**src/rtl/branch_resolve_queue_if.sv**
```systemverilog
// Fetch/execute/BHT-update signal bundle for the branch resolve queue.
// The master side (fetch and execute) drives pushes and resolves.
// The slave side (the queue) drives status, redirect and BHT-update outputs.
interface branch_resolve_queue_if #(
  parameter int DEPTH       = 4,
  parameter int table_width = 3,
  parameter int XLEN        = 32
);
  localparam int CW = $clog2(DEPTH + 1);

  // fetch side
  logic                   F_Push;
  logic [XLEN-1:0]        F_PC;
  logic                   F_PredictTaken;
  logic                   F_Full;
  // execute side
  logic                   EX_Resolve;
  logic                   EX_BranchTaken;
  logic [XLEN-1:0]        EX_Target;
  // flush / redirect
  logic                   Mispredict;
  logic [XLEN-1:0]        Redirect_PC;
  // BHT training strobe
  logic [table_width-1:0] JB_PC_Slice;
  logic                   JB_BranchTaken;
  logic                   JB_AttemptBranch;
  // status
  logic [CW-1:0]          Q_Count;
  logic                   Q_Empty;
  logic                   Err_Underflow;

  modport master (
    output F_Push, F_PC, F_PredictTaken,
    output EX_Resolve, EX_BranchTaken, EX_Target,
    input  F_Full, Mispredict, Redirect_PC,
    input  JB_PC_Slice, JB_BranchTaken, JB_AttemptBranch,
    input  Q_Count, Q_Empty, Err_Underflow
  );

  modport slave (
    input  F_Push, F_PC, F_PredictTaken,
    input  EX_Resolve, EX_BranchTaken, EX_Target,
    output F_Full, Mispredict, Redirect_PC,
    output JB_PC_Slice, JB_BranchTaken, JB_AttemptBranch,
    output Q_Count, Q_Empty, Err_Underflow
  );
endinterface

```
**src/rtl/branch_resolve_queue.sv**
```systemverilog
// In-order queue of in-flight conditional branches. Fetch pushes PC and
// predicted direction; execute resolves the oldest entry. A wrong
// prediction raises a one-cycle flush with the corrected fetch PC and drops
// every younger (wrong-path) entry. Every valid resolve also produces a
// one-cycle BHT training strobe.
module branch_resolve_queue #(
  parameter int DEPTH       = 4,
  parameter int table_width = 3,
  parameter int XLEN        = 32
) (
  input  logic                      clk,
  input  logic                      rst,
  branch_resolve_queue_if.slave     bus
);
  localparam int CW = $clog2(DEPTH + 1);
  localparam int PW = $clog2(DEPTH);

  // entry storage; contents are meaningless until written, so no reset
  logic [XLEN-1:0] pc_mem   [DEPTH];
  logic            pred_mem [DEPTH];

  logic [PW-1:0]   rd_ptr_reg, rd_ptr_next;
  logic [PW-1:0]   wr_ptr_reg, wr_ptr_next;
  logic [CW-1:0]   count_reg, count_next;

  logic                   mispredict_reg;
  logic [XLEN-1:0]        redirect_reg;
  logic [table_width-1:0] jb_slice_reg;
  logic                   jb_taken_reg;
  logic                   jb_attempt_reg;
  logic                   err_reg;

  logic            full, empty;
  logic            resolve_ok, push_ok, mispred;
  logic [XLEN-1:0] head_pc;
  logic            head_pred;

  assign full  = (count_reg == CW'(DEPTH));
  assign empty = (count_reg == '0);

  assign head_pc   = pc_mem[rd_ptr_reg];
  assign head_pred = pred_mem[rd_ptr_reg];

  // A resolve frees the head slot this cycle, so a push at full still fits;
  // a push coinciding with a mispredict is wrong-path and is dropped.
  assign resolve_ok = bus.EX_Resolve && !empty;
  assign mispred    = resolve_ok && (head_pred != bus.EX_BranchTaken);
  assign push_ok    = bus.F_Push && (!full || resolve_ok) && !mispred;

  // next-state for pointers and occupancy
  always_comb begin
    rd_ptr_next = rd_ptr_reg;
    wr_ptr_next = wr_ptr_reg;
    count_next  = count_reg;
    if (mispred) begin
      // flush: everything behind the head is wrong-path
      rd_ptr_next = wr_ptr_reg;
      count_next  = '0;
    end else begin
      if (resolve_ok) rd_ptr_next = rd_ptr_reg + PW'(1);
      if (push_ok)    wr_ptr_next = wr_ptr_reg + PW'(1);
      if (push_ok && !resolve_ok)      count_next = count_reg + CW'(1);
      else if (!push_ok && resolve_ok) count_next = count_reg - CW'(1);
    end
  end

  // write accepted branches into the slot at the write pointer
  always_ff @(posedge clk) begin
    if (push_ok) begin
      pc_mem[wr_ptr_reg]   <= bus.F_PC;
      pred_mem[wr_ptr_reg] <= bus.F_PredictTaken;
    end
  end

  // queue bookkeeping and registered resolve outputs
  always_ff @(posedge clk or posedge rst) begin
    if (rst) begin
      rd_ptr_reg     <= '0;
      wr_ptr_reg     <= '0;
      count_reg      <= '0;
      mispredict_reg <= 1'b0;
      redirect_reg   <= '0;
      jb_slice_reg   <= '0;
      jb_taken_reg   <= 1'b0;
      jb_attempt_reg <= 1'b0;
      err_reg        <= 1'b0;
    end else begin
      rd_ptr_reg     <= rd_ptr_next;
      wr_ptr_reg     <= wr_ptr_next;
      count_reg      <= count_next;
      mispredict_reg <= mispred;
      jb_attempt_reg <= resolve_ok;
      jb_taken_reg   <= resolve_ok && bus.EX_BranchTaken;
      jb_slice_reg   <= resolve_ok ? head_pc[table_width+1:2] : '0;
      if (mispred)
        redirect_reg <= bus.EX_BranchTaken ? bus.EX_Target : head_pc + XLEN'(4);
      if (bus.EX_Resolve && empty)
        err_reg <= 1'b1;
    end
  end

  assign bus.F_Full           = full;
  assign bus.Q_Empty          = empty;
  assign bus.Q_Count          = count_reg;
  assign bus.Mispredict       = mispredict_reg;
  assign bus.Redirect_PC      = redirect_reg;
  assign bus.JB_PC_Slice      = jb_slice_reg;
  assign bus.JB_BranchTaken   = jb_taken_reg;
  assign bus.JB_AttemptBranch = jb_attempt_reg;
  assign bus.Err_Underflow    = err_reg;
endmodule

```
**src/flat_wrapper.sv**
```systemverilog
// flat-port wrapper written by rule: the top's interface ports become plain ports
module branch_resolve_queue_flat 
#(
  parameter int DEPTH       = 4,
  parameter int table_width = 3,
  parameter int XLEN        = 32
)
  (clk, rst, bus_F_Push, bus_F_PC, bus_F_PredictTaken, bus_EX_Resolve, bus_EX_BranchTaken, bus_EX_Target, bus_F_Full, bus_Mispredict, bus_Redirect_PC, bus_JB_PC_Slice, bus_JB_BranchTaken, bus_JB_AttemptBranch, bus_Q_Count, bus_Q_Empty, bus_Err_Underflow);
  branch_resolve_queue_if #(.DEPTH(DEPTH), .table_width(table_width), .XLEN(XLEN)) bus_i ();
  input  logic clk;
  input  logic rst;
  input wire logic [$bits(bus_i.F_Push)-1:0] bus_F_Push;
  input wire logic [$bits(bus_i.F_PC)-1:0] bus_F_PC;
  input wire logic [$bits(bus_i.F_PredictTaken)-1:0] bus_F_PredictTaken;
  input wire logic [$bits(bus_i.EX_Resolve)-1:0] bus_EX_Resolve;
  input wire logic [$bits(bus_i.EX_BranchTaken)-1:0] bus_EX_BranchTaken;
  input wire logic [$bits(bus_i.EX_Target)-1:0] bus_EX_Target;
  output wire logic [$bits(bus_i.F_Full)-1:0] bus_F_Full;
  output wire logic [$bits(bus_i.Mispredict)-1:0] bus_Mispredict;
  output wire logic [$bits(bus_i.Redirect_PC)-1:0] bus_Redirect_PC;
  output wire logic [$bits(bus_i.JB_PC_Slice)-1:0] bus_JB_PC_Slice;
  output wire logic [$bits(bus_i.JB_BranchTaken)-1:0] bus_JB_BranchTaken;
  output wire logic [$bits(bus_i.JB_AttemptBranch)-1:0] bus_JB_AttemptBranch;
  output wire logic [$bits(bus_i.Q_Count)-1:0] bus_Q_Count;
  output wire logic [$bits(bus_i.Q_Empty)-1:0] bus_Q_Empty;
  output wire logic [$bits(bus_i.Err_Underflow)-1:0] bus_Err_Underflow;
  assign bus_i.F_Push = bus_F_Push;
  assign bus_i.F_PC = bus_F_PC;
  assign bus_i.F_PredictTaken = bus_F_PredictTaken;
  assign bus_i.EX_Resolve = bus_EX_Resolve;
  assign bus_i.EX_BranchTaken = bus_EX_BranchTaken;
  assign bus_i.EX_Target = bus_EX_Target;
  assign bus_F_Full = bus_i.F_Full;
  assign bus_Mispredict = bus_i.Mispredict;
  assign bus_Redirect_PC = bus_i.Redirect_PC;
  assign bus_JB_PC_Slice = bus_i.JB_PC_Slice;
  assign bus_JB_BranchTaken = bus_i.JB_BranchTaken;
  assign bus_JB_AttemptBranch = bus_i.JB_AttemptBranch;
  assign bus_Q_Count = bus_i.Q_Count;
  assign bus_Q_Empty = bus_i.Q_Empty;
  assign bus_Err_Underflow = bus_i.Err_Underflow;
  branch_resolve_queue #(.DEPTH(DEPTH), .table_width(table_width), .XLEN(XLEN)) u_core (.clk(clk), .rst(rst), .bus(bus_i));
endmodule
```
**config.mk**
```make
export PLATFORM = sky130hd
export DESIGN_NAME = branch_resolve_queue_flat
export DESIGN_NICKNAME = d
export VERILOG_FILES = /design/src/rtl/branch_resolve_queue_if.sv /design/src/rtl/branch_resolve_queue.sv /design/src/flat_wrapper.sv
export SDC_FILE = /design/constraint.sdc
export NUM_CORES = 1
export LEC_CHECK = 0
export CAP_MARGIN = 20
export CELL_PAD_IN_SITES_DETAIL_PLACEMENT = 1
export CELL_PAD_IN_SITES_GLOBAL_PLACEMENT = 2
export CORE_MARGIN = 8
export CORE_UTILIZATION = 42
export DETAILED_ROUTE_END_ITERATION = 6
export GPL_ROUTABILITY_DRIVEN = 1
export GPL_TIMING_DRIVEN = 0
export PLACE_DENSITY = 0.9
export SYNTH_ARGS = -nofsm -noshare
export SYNTH_HDL_FRONTEND = slang
export SYNTH_SLANG_ARGS = --single-unit
```
**constraint.sdc**
```tcl
create_clock -name clk -period 5.2 [get_ports clk]
set_input_delay 0.52 -clock clk [delete_from_list [all_inputs] [get_ports clk]]
set_output_delay 0.52 -clock clk [all_outputs]
set_load 0.02 [all_outputs]
```
Word level (Yosys, flattened, before mapping)
Memory sizes are Yosys's and may differ from the RTL's.
Cells that the tools add are included.
{ "totals": {"wordCells": 46, "in_bits": 70, "ff_bits": 46, "n_memories": 2, "ramBits": 132, "output_inout_bits": 44} }
{ "mem_list": {"columns": ["memory", "depth", "word_bits", "read_ports", "rd_ports_with_merged_regs", "wr", "line_no", "text"], "rows": [
  ["u_core.pc_mem", 4, 32, 1, 0, 1, "branch_resolve_queue.sv:19", "logic [XLEN-1:0] pc_mem [DEPTH];"],
  ["u_core.pred_mem", 4, 1, 1, 0, 1, "branch_resolve_queue.sv:20", "logic pred_mem [DEPTH];"]
]} }
{ "op_classes": {"addsub": 5, "n_eq_ne": 2, "mux": 9, "bitwise": 1, "reduce_logical": 18} }
{ "ops": {"columns": ["operator", "count"], "rows": [
  ["adder 32 x 3 -> 32 bit, second input constant", 1],
  ["two-way mux 32 bit", 1],
  ["two-way mux 3 bit", 4],
  ["logical AND 1 bit", 8],
  ["zero test 1 bit", 5],
  ["adder 2 x 1 -> 2 bit, second input constant", 2],
  ["two-way mux 2 bit", 2],
  ["adder 3 x 1 -> 3 bit, second input constant", 1],
  ["== test 3 bit, second input constant", 1],
  ["zero test 3 bit", 1],
  ["nonzero test 3 bit", 1],
  ["subtractor 3 x 1 -> 3 bit, second input constant", 1],
  ["two-way mux 1 bit", 2],
  ["AND reduction 2 bit", 1],
  ["nonzero test 2 bit", 1],
  ["logical OR 1 bit", 1],
  ["!= test 1 bit", 1],
  ["NOT 1 bit", 1]
]} }

Logic depth before layout (Yosys ltp)
Gate-level depths: netlist (run 1).
{ "depth": {"depth_word": 11, "depth_mapped": 13, "mapped_depth_nobuf": 12} }

Worst setup path after synthesis (run 1)
Ideal clock, no wire load.
{ "synth_timing": {"path_type": "reg2reg", "start": "register u_core.count_reg[2], in the netlist u_core.bus.Q_Count[2]", "end": "memory u_core.pc_mem[0][0] (enable)", "stages_incl_launch_ff": 9, "synth_period_minus_slack_ps": 3340, "slack_ps": 1860, "t_required_ps": 4807, "arrival_time_ps": 2947, "setup_time_ps": 393, "n_path_buf": 1, "cell_sequence": "dfrtp_1 > nor3_1 > nand2b_1 > buf_2 > inv_1 > nand2_1 > inv_2 > a211oi_2 > and2_1"} }
{ "synth_via": {"elab_chain_len": 8, "elab_cells_between_ends": 12, "cone_classes": "1 x eq/ne; 2 x mux; 9 x reduce/logical"} }
{ "synth_lines": {"columns": ["element", "line_no", "text"], "rows": [
  ["start, declared", "branch_resolve_queue.sv:24", "logic [CW-1:0] count_reg, count_next;"],
  ["start signal, assigned", "branch_resolve_queue.sv:90", "count_reg <= count_next;"],
  ["zero test 3 bit *", "branch_resolve_queue.sv:39", "assign empty = (count_reg == '0);"],
  ["named net bus_Q_Empty", "flat_wrapper.sv:25", "output wire logic [$bits(bus_i.Q_Empty)-1:0] bus_Q_Empty;"],
  ["zero test 1 bit *", "branch_resolve_queue.sv:46", "assign resolve_ok = bus.EX_Resolve && !empty;"],
  ["logical AND 1 bit *", "branch_resolve_queue.sv:46", null],
  ["named net u_core.resolve_ok", "branch_resolve_queue.sv:34", "logic resolve_ok, push_ok, mispred;"],
  ["logical OR 1 bit / logical AND 1 bit (equally long branches)", "branch_resolve_queue.sv:48, branch_resolve_queue.sv:47", null],
  ["logical AND 1 bit / zero test 1 bit (equally long branches)", "branch_resolve_queue.sv:48", "assign push_ok = bus.F_Push && (!full || resolve_ok) && !mispred;"],
  ["logical AND 1 bit *", "branch_resolve_queue.sv:48", null],
  ["two-way mux 1 bit *", "branch_resolve_queue.sv:69", "if (push_ok) begin"],
  ["two-way mux 1 bit (implied by the code) *", "branch_resolve_queue.sv:70", "pc_mem[wr_ptr_reg] <= bus.F_PC;"],
  ["end, declared", "branch_resolve_queue.sv:19", null]
]} }
Mark *: on every way through the listed nets, which the timed path passes. The rest lies on a longest branch.

Worst setup path in the final report (run 1)
{ "layout_timing": {"start": "register u_core.rd_ptr_reg[0]", "end": "memory u_core.pc_mem[1][13] (enable)"} }
{ "layout_via": {"elab_chain_len": 7} }
{ "layout_lines": {"columns": ["element", "line_no", "text"], "rows": [
  ["start, declared", "branch_resolve_queue.sv:22", "logic [PW-1:0] rd_ptr_reg, rd_ptr_next;"],
  ["start signal, assigned", "branch_resolve_queue.sv:88", "rd_ptr_reg <= rd_ptr_next;"],
  ["memory read (4 x 1 bit)", null, null],
  ["!= test 1 bit", "branch_resolve_queue.sv:47", "assign mispred = resolve_ok && (head_pred != bus.EX_BranchTaken);"],
  ["logical AND 1 bit", "branch_resolve_queue.sv:47", null],
  ["zero test 1 bit", "branch_resolve_queue.sv:48", null],
  ["logical AND 1 bit", "branch_resolve_queue.sv:48", null],
  ["two-way mux 1 bit", "branch_resolve_queue.sv:69", null],
  ["two-way mux 1 bit (implied by the code)", "branch_resolve_queue.sv:70", null]
]} }
Every way passes these cells.

==> results of run 1 <==
==> worst max path at each step <==
stage	slack, ns	from	cells after the start	to
after global routing	1.56	u_core.rd_ptr_reg[0]$_DFFE_PP0P_	7	u_core.pc_mem[0][13]$_DFFE_PP_
after floorplan	1.86	u_core.bus.Q_Count[2]$_DFFE_PP0P_	8	u_core.pc_mem[0][0]$_DFFE_PP_
after global placement	1.19	bus_EX_BranchTaken	7	u_core.pc_mem[0][25]$_DFFE_PP_
after detailed placement	1.67	bus_EX_BranchTaken	7	u_core.pc_mem[1][25]$_DFFE_PP_
final	1.77	u_core.rd_ptr_reg[0]$_DFFE_PP0P_	7	u_core.pc_mem[1][13]$_DFFE_PP_
after CTS	1.71	u_core.rd_ptr_reg[0]$_DFFE_PP0P_	7	u_core.pc_mem[1][13]$_DFFE_PP_
==> metal layers <==
layer | track usage, % | up-vias
li1 | - | 2157
met1 | 21.3 | 2385
met2 | 29.3 | 149
met3 | 4.81 | 20
met4 | 7.47 | 0
met5 | 0 | -
==> through the flow <==
step                      power, mW  hold WS, ns  setup WS (ns)  cell area (um2)  instances
final                          5.59        0.396           1.77             9680        868
after global routing           5.87        0.438           1.56             9680        868
after CTS                      5.64        0.397           1.71             9680        868
after detailed placement       4.42        0.459           1.67             9120        836
after global placement         4.30        0.439           1.19             9100        835
after floorplan                3.53        0.539           1.86             7680        493
==> critical path, cell delays in order (launching register included) <==
cell	delay (ns)
dfrtp_1	0.34
buf_6	0.19
mux4_2	0.62
xnor2_2	0.22
nand2_1	0.21
inv_2	0.10
a211oi_2	0.49
and2_2	0.84
==> cells in the mapped netlist, types with 11 or more instances <==
cell	count
edfxtp_1	132
dfrtp_1	46
nand2_1	36
nor2_1	33
o21ai_0	27
a21oi_1	19
mux4_2	19
mux4_1	14
nand3_1	14
xor2_1	14
inv_1	12
and2_1	11
xnor2_1	11
==> power groups by stage <==
stage                     sequential [mW]  combinational, mW  clock, mW
after global placement               2.07               2.23          0
final                                2.07               2.30       1.22
after floorplan                      2.24               1.29          0
after CTS                            2.08               2.33       1.23
after detailed placement             2.10               2.31          0
after global routing                 2.11               2.48       1.28
==> cell families after synthesis <==
group / share of synthesized area, %
flops: 66.6
simple gates: 9.59
compound gates: 5.88
mux: 11.1
buf+inv: 2.49
xor+xnor: 3.06
fa+ha+maj: 1.24
==> final cells by class <==
cell class	count	area share, %
Clock inverter	13	1.28
Timing Repair Buffer	114	11.9
Inverter	13	0.504
Sequential cell	178	52.8
Multi-Input combinational cell	280	24.6
Buffer	22	1.47
Tap cell	229	2.96
Clock buffer	19	4.47
==> results_dict.tcl, run 1 <==
set metrics [dict create \
    final.setup.tns_ns 0 \
    rows 49 \
    hold_violations 0 \
    num_vias 4711 \
    rsz0062_at_grt "false" \
    multiInputGateArea_um2 2380 \
    p_leak_nw 3.46 \
    max_slew_margin_pct 39.1 \
    dr.pass1.iters 4 \
    place_congestion 0.784 \
    finalCriticalPeriod_ns 3.43 \
    swShare_pct 36.4 \
    fin_crit_sh_pct 66.0 \
    rr_endpoint "u_core.pc_mem[1][13]$_DFFE_PP_" \
    largest-register "u_core.pc_mem" \
    max-vdd-ir-drop_uv 276 \
    seq_area_um2 5110 \
    crit_fanout 33 \
    core_um2 18000 \
    cts-htree-levels 4 \
    io_pins 114 \
    mostFrequentLayoutCell "edfxtp_1" \
    dieArea_um2 22900 \
    root_buffer "clkbuf_16" \
    io_buffers 113 \
    routedWlPerCell_um 22.6 \
    power.density_nw_per_um2 577 \
    crit_arrival_ns 3.47 \
    hpwl_mm 14.4 \
    syn_area_um2 7680 \
    syn2layout_area_growth_pct 26.0 \
    regToRegSetupSlack_ns 1.77 \
    grt_use_total_pct 17.6 \
    fin_util_pct 53.9 \
    seq_area_frac_synth_pct 66.6 \
    worstRegToRegCells 7 \
    p_int_mw 3.56 \
    final.setup_skew_ns 0.00856 \
    antenna_cells 0 \
    antenna_found_initial 0 \
    synth_edf_count 132 \
    drtIter0Drc 270 \
    holdBufCountCts 0 \
    fmax_mhz 291 \
    drt-met1-wl_mm 8.12 \
    seq_power_share_pct 37.1 \
    startpoint_type "flip-flop" \
    cts.repair.resized 0 \
    regToRegStartpoint "u_core.rd_ptr_reg[0]$_DFFE_PP0P_" \
    switchingPower_mw 2.03 \
    start_util_pct 42.8 \
    vias_per_cell 5.43 \
    clock_sinks 178 \
    nNetsFinal 703 \
    cts_tree "built" \
    worstPathRequired_ns 5.24 \
    netlist_instances 493 \
    wl_met3_mm 1.46 \
    largest_reg_flops 128 \
    cts_buffers 17 \
    finalMaxSlewViolations 0 \
    hold_class "in -> async" \
    clock_latency_ns 0.42 \
    postCtsSetupBuffers 0 \
    ys.flop_type "edfxtp_1" \
    maxCapViolCount 0 \
    async_flop_share_pct 25.8 \
    crit_type "reg -> reg" \
    synth_nets 570 \
    n_fill_cell 1707 \
    synth_top_area_cell "edfxtp_1" \
    comb_power_share_pct 41.2 \
    clock_power_share_pct 21.8 \
    syn-mean-instance-area_um2 15.6 \
    ys_ff_latch 178 \
    top_layer "met4" \
    grt_max_degree 34 \
    clkSlewWorstSetupHoldPaths_ns 0.07 \
    routed_wl_mm 19.6 \
    drive_above_1_share_pct 13.0 \
    grt_pass1_vias 5148 \
    endpoint_kind "flip-flop" \
    outcome "completed" \
    ant_nets 0 \
    die_h_um 151 \
    synth.distinct_cells 52 \
    synth_top_area_share_pct 51.6 \
    clock_path_buffers 2 \
    dr_wl_met2_mm 9.73 \
    ys.warnings.count 0 \
    grt-ovfl-total 0 \
    drc 0 \
    final_cell_mix "edfxtp_1 (132), clkdlybuf4s50_1 (113), dfrtp_1 (46)" \
    die_w_um 151 \
    tightest_slew_ns 0.913 \
    setup_viol 0 \
    grt_pass1_wl_mm 29.8 \
    yosys-top-cells-area "edfxtp_1 (52%), dfrtp_1 (15%), mux4_2 (5.6%), mux4_1 (4.8%), nand2_1 (1.8%)" \
]
No activity file was read; power rests on OpenSTA's default activity.
==> run 2: changes to the inputs <==
- CORE_UTILIZATION: 42 -> 39
- PLACE_DENSITY: 0.9 -> 0.85
- clock period: 5.2 -> 3.6 ns (I/O delays scaled with it)
==> results_dict.tcl, run 2 (same netlist as run 1, synthesis figures left out) <==
set metrics [dict create \
    largest-register "u_core.pc_mem" \
    grt-ovfl-total 0 \
    io_pins 114 \
    crit_arrival_ns 3.43 \
    vias_per_cell 5.18 \
    drtIter0Drc 199 \
    max-vdd-ir-drop_uv 372 \
    grt_max_degree 35 \
    postCtsSetupBuffers 0 \
    worstRegToRegCells 7 \
    largest_reg_flops 128 \
    cts-htree-levels 4 \
    n_fill_cell 1957 \
    ant_nets 0 \
    clock_latency_ns 0.43 \
    max_slew_margin_pct 38.7 \
    grt_pass1_wl_mm 29.9 \
    startpoint_type "flip-flop" \
    hold_ws_ns 0.200 \
    tightest_slew_ns 0.920 \
    fin_total_pwr_mw 8.21 \
    start_util_pct 39.6 \
    die_w_um 156 \
    path_cells "buf_6 > mux4_2 > xnor2_2 > nand2_1 > inv_2 > a211oi_4 > and2_2" \
    outcome "completed" \
    regToRegSetupSlack_ns 0.22 \
    stdcell_count 903 \
    routedWlPerCell_um 21.5 \
    nNetsFinal 703 \
    endpoint_kind "flip-flop" \
    rr_endpoint "u_core.pc_mem[0][25]$_DFFE_PP_" \
    dr.pass1.iters 4 \
    finalCriticalPeriod_ns 3.38 \
    clkSlewWorstSetupHoldPaths_ns 0.07 \
    slowest_delay_ns 0.83 \
    dp.cells 872 \
    hold_class "in -> async" \
    syn2layout_area_growth_pct 27.4 \
    finalMaxSlewViolations 0 \
    crit_type "reg -> reg" \
    seq_area_um2 5110 \
    drc 0 \
    place_congestion 0.761 \
    setup_viol 0 \
    antenna_cells 0 \
    rows 51 \
    hpwl_mm 14.3 \
    routed_wl_mm 19.4 \
    clock_sinks 178 \
    cts_tree "built" \
    clock_path_buffers 2 \
    grt_pass1_vias 5195 \
    crit_fanout 33 \
    critical_path_buf_inv_count 2 \
    final.setup_skew_ns 0.00892 \
    pre_cts_ws_ns 0.0592 \
    antenna_found_initial 2 \
    critPathSlowestCell "and2_2" \
    maxCapViolCount 0 \
    drive_above_1_share_pct 13.3 \
    worstPathRequired_ns 3.65 \
    final_cell_mix "edfxtp_1 (132), clkdlybuf4s50_1 (113), dfrtp_1 (46)" \
    num_vias 4678 \
    regToRegStartpoint "u_core.rd_ptr_reg[0]$_DFFE_PP0P_" \
    root_buffer "clkbuf_16" \
    rsz0062_at_grt "false" \
    p_leak_nw 3.48 \
    top_layer "met5" \
    wl_met3_mm 1.03 \
    grt_use_total_pct 16.3 \
    dieArea_um2 24400 \
    core_um2 19400 \
    fin_crit_sh_pct 93.9 \
    io_buffers 113 \
    drt-met1-wl_mm 8.40 \
    hold_violations 0 \
    dr_wl_met2_mm 9.64 \
    multiInputGateArea_um2 2390 \
    die_h_um 156 \
    fmax_mhz 296 \
    mostFrequentLayoutCell "edfxtp_1" \
    power.density_nw_per_um2 839 \
    setup_slack_ns 0.218 \
    cp_top_family "simple AND/OR/NAND/NOR gates" \
    cts_buffers 17 \
]
-- run 2: changes by cell type in the layout (fill, tap and decap cells not counted), sizes merged --
cell / previous run / this run
bufinv: 1 / 3
clkbuf: 26 / 25
clkinv: 4 / 3
clkinvlp: 2 / 3
inv: 19 / 17
-- run 2: stage by stage --
step	area, um2	util [%]	TNS [ns]
after floorplan	7680	-	0
after global placement	9140	47.1	-48.15
after detailed placement	9170	47.3	0
after CTS	9770	50.4	0
after global routing	9780	50.4	0
final	9780	50.4	0
-- run 2: report_power, final --
group / internal, mW / switching [mW]
Combinational: 1.40 / 1.92
Sequential: 2.78 / 0.216
Clock: 1.10 / 0.796
Total: 5.27 / 2.93
-- run 2: what timing repair did --
action,CTS,global route
gates resized for setup,0,2
hold buffers,0,0
setup endpoints to repair,0,133
-- run 2: worst register-to-register path: cells and delay by family, from the launching register on --
family                    cells  cell delay (ns)
buffers and inverters         2             0.31
muxes                         1             0.62
and+or+nand+nor               2             1.05
xor gates and xnor gates      1             0.23
AOI/OAI and AO/OA             1             0.41
DFF                           1             0.35
-- run 2: layout make-up --
type	instances	share of cell area (%)
inverter	13	0.499
tap	265	3.39
sequential	178	52.3
clock buffer	18	4.39
clock inverter	13	1.80
timing repair buffer	114	11.8
multi-input combinational	280	24.4
buffer	22	1.46
-- run 2: how the worst max path moves through the flow --
stage | startpoint | slack, ns | endpoint | cells after the start
finish | u_core.rd_ptr_reg[0]$_DFFE_PP0P_ | 0.22 | u_core.pc_mem[0][25]$_DFFE_PP_ | 7
global route | u_core.rd_ptr_reg[0]$_DFFE_PP0P_ | 0.02 | u_core.pc_mem[0][15]$_DFFE_PP_ | 7
CTS | u_core.rd_ptr_reg[0]$_DFFE_PP0P_ | 0.04 | u_core.pc_mem[0][15]$_DFFE_PP_ | 7
detailed placement | u_core.rd_ptr_reg[0]$_DFFE_PP0P_ | 0.06 | u_core.pc_mem[0][19]$_DFFE_PP_ | 7
global placement | u_core.rd_ptr_reg[0]$_DFFE_PP0P_ | -0.37 | u_core.pc_mem[0][22]$_DFFE_PP_ | 7
floorplan | u_core.bus.Q_Count[2]$_DFFE_PP0P_ | 0.26 | u_core.pc_mem[0][0]$_DFFE_PP_ | 8
-- run 2: per-layer routing --
layer	vias to the layer above	GRT usage (%)
met5	-	0
met4	4	6.18
met3	27	4.41
met2	109	27.5
met1	2379	19.6
li1	2159	-
==> run 3: changes to the inputs <==
- CTS_CLUSTER_SIZE: not set -> 40
==> results of run 3 <==
No change in the layout: final DEF, timing and power equal those of run 2.
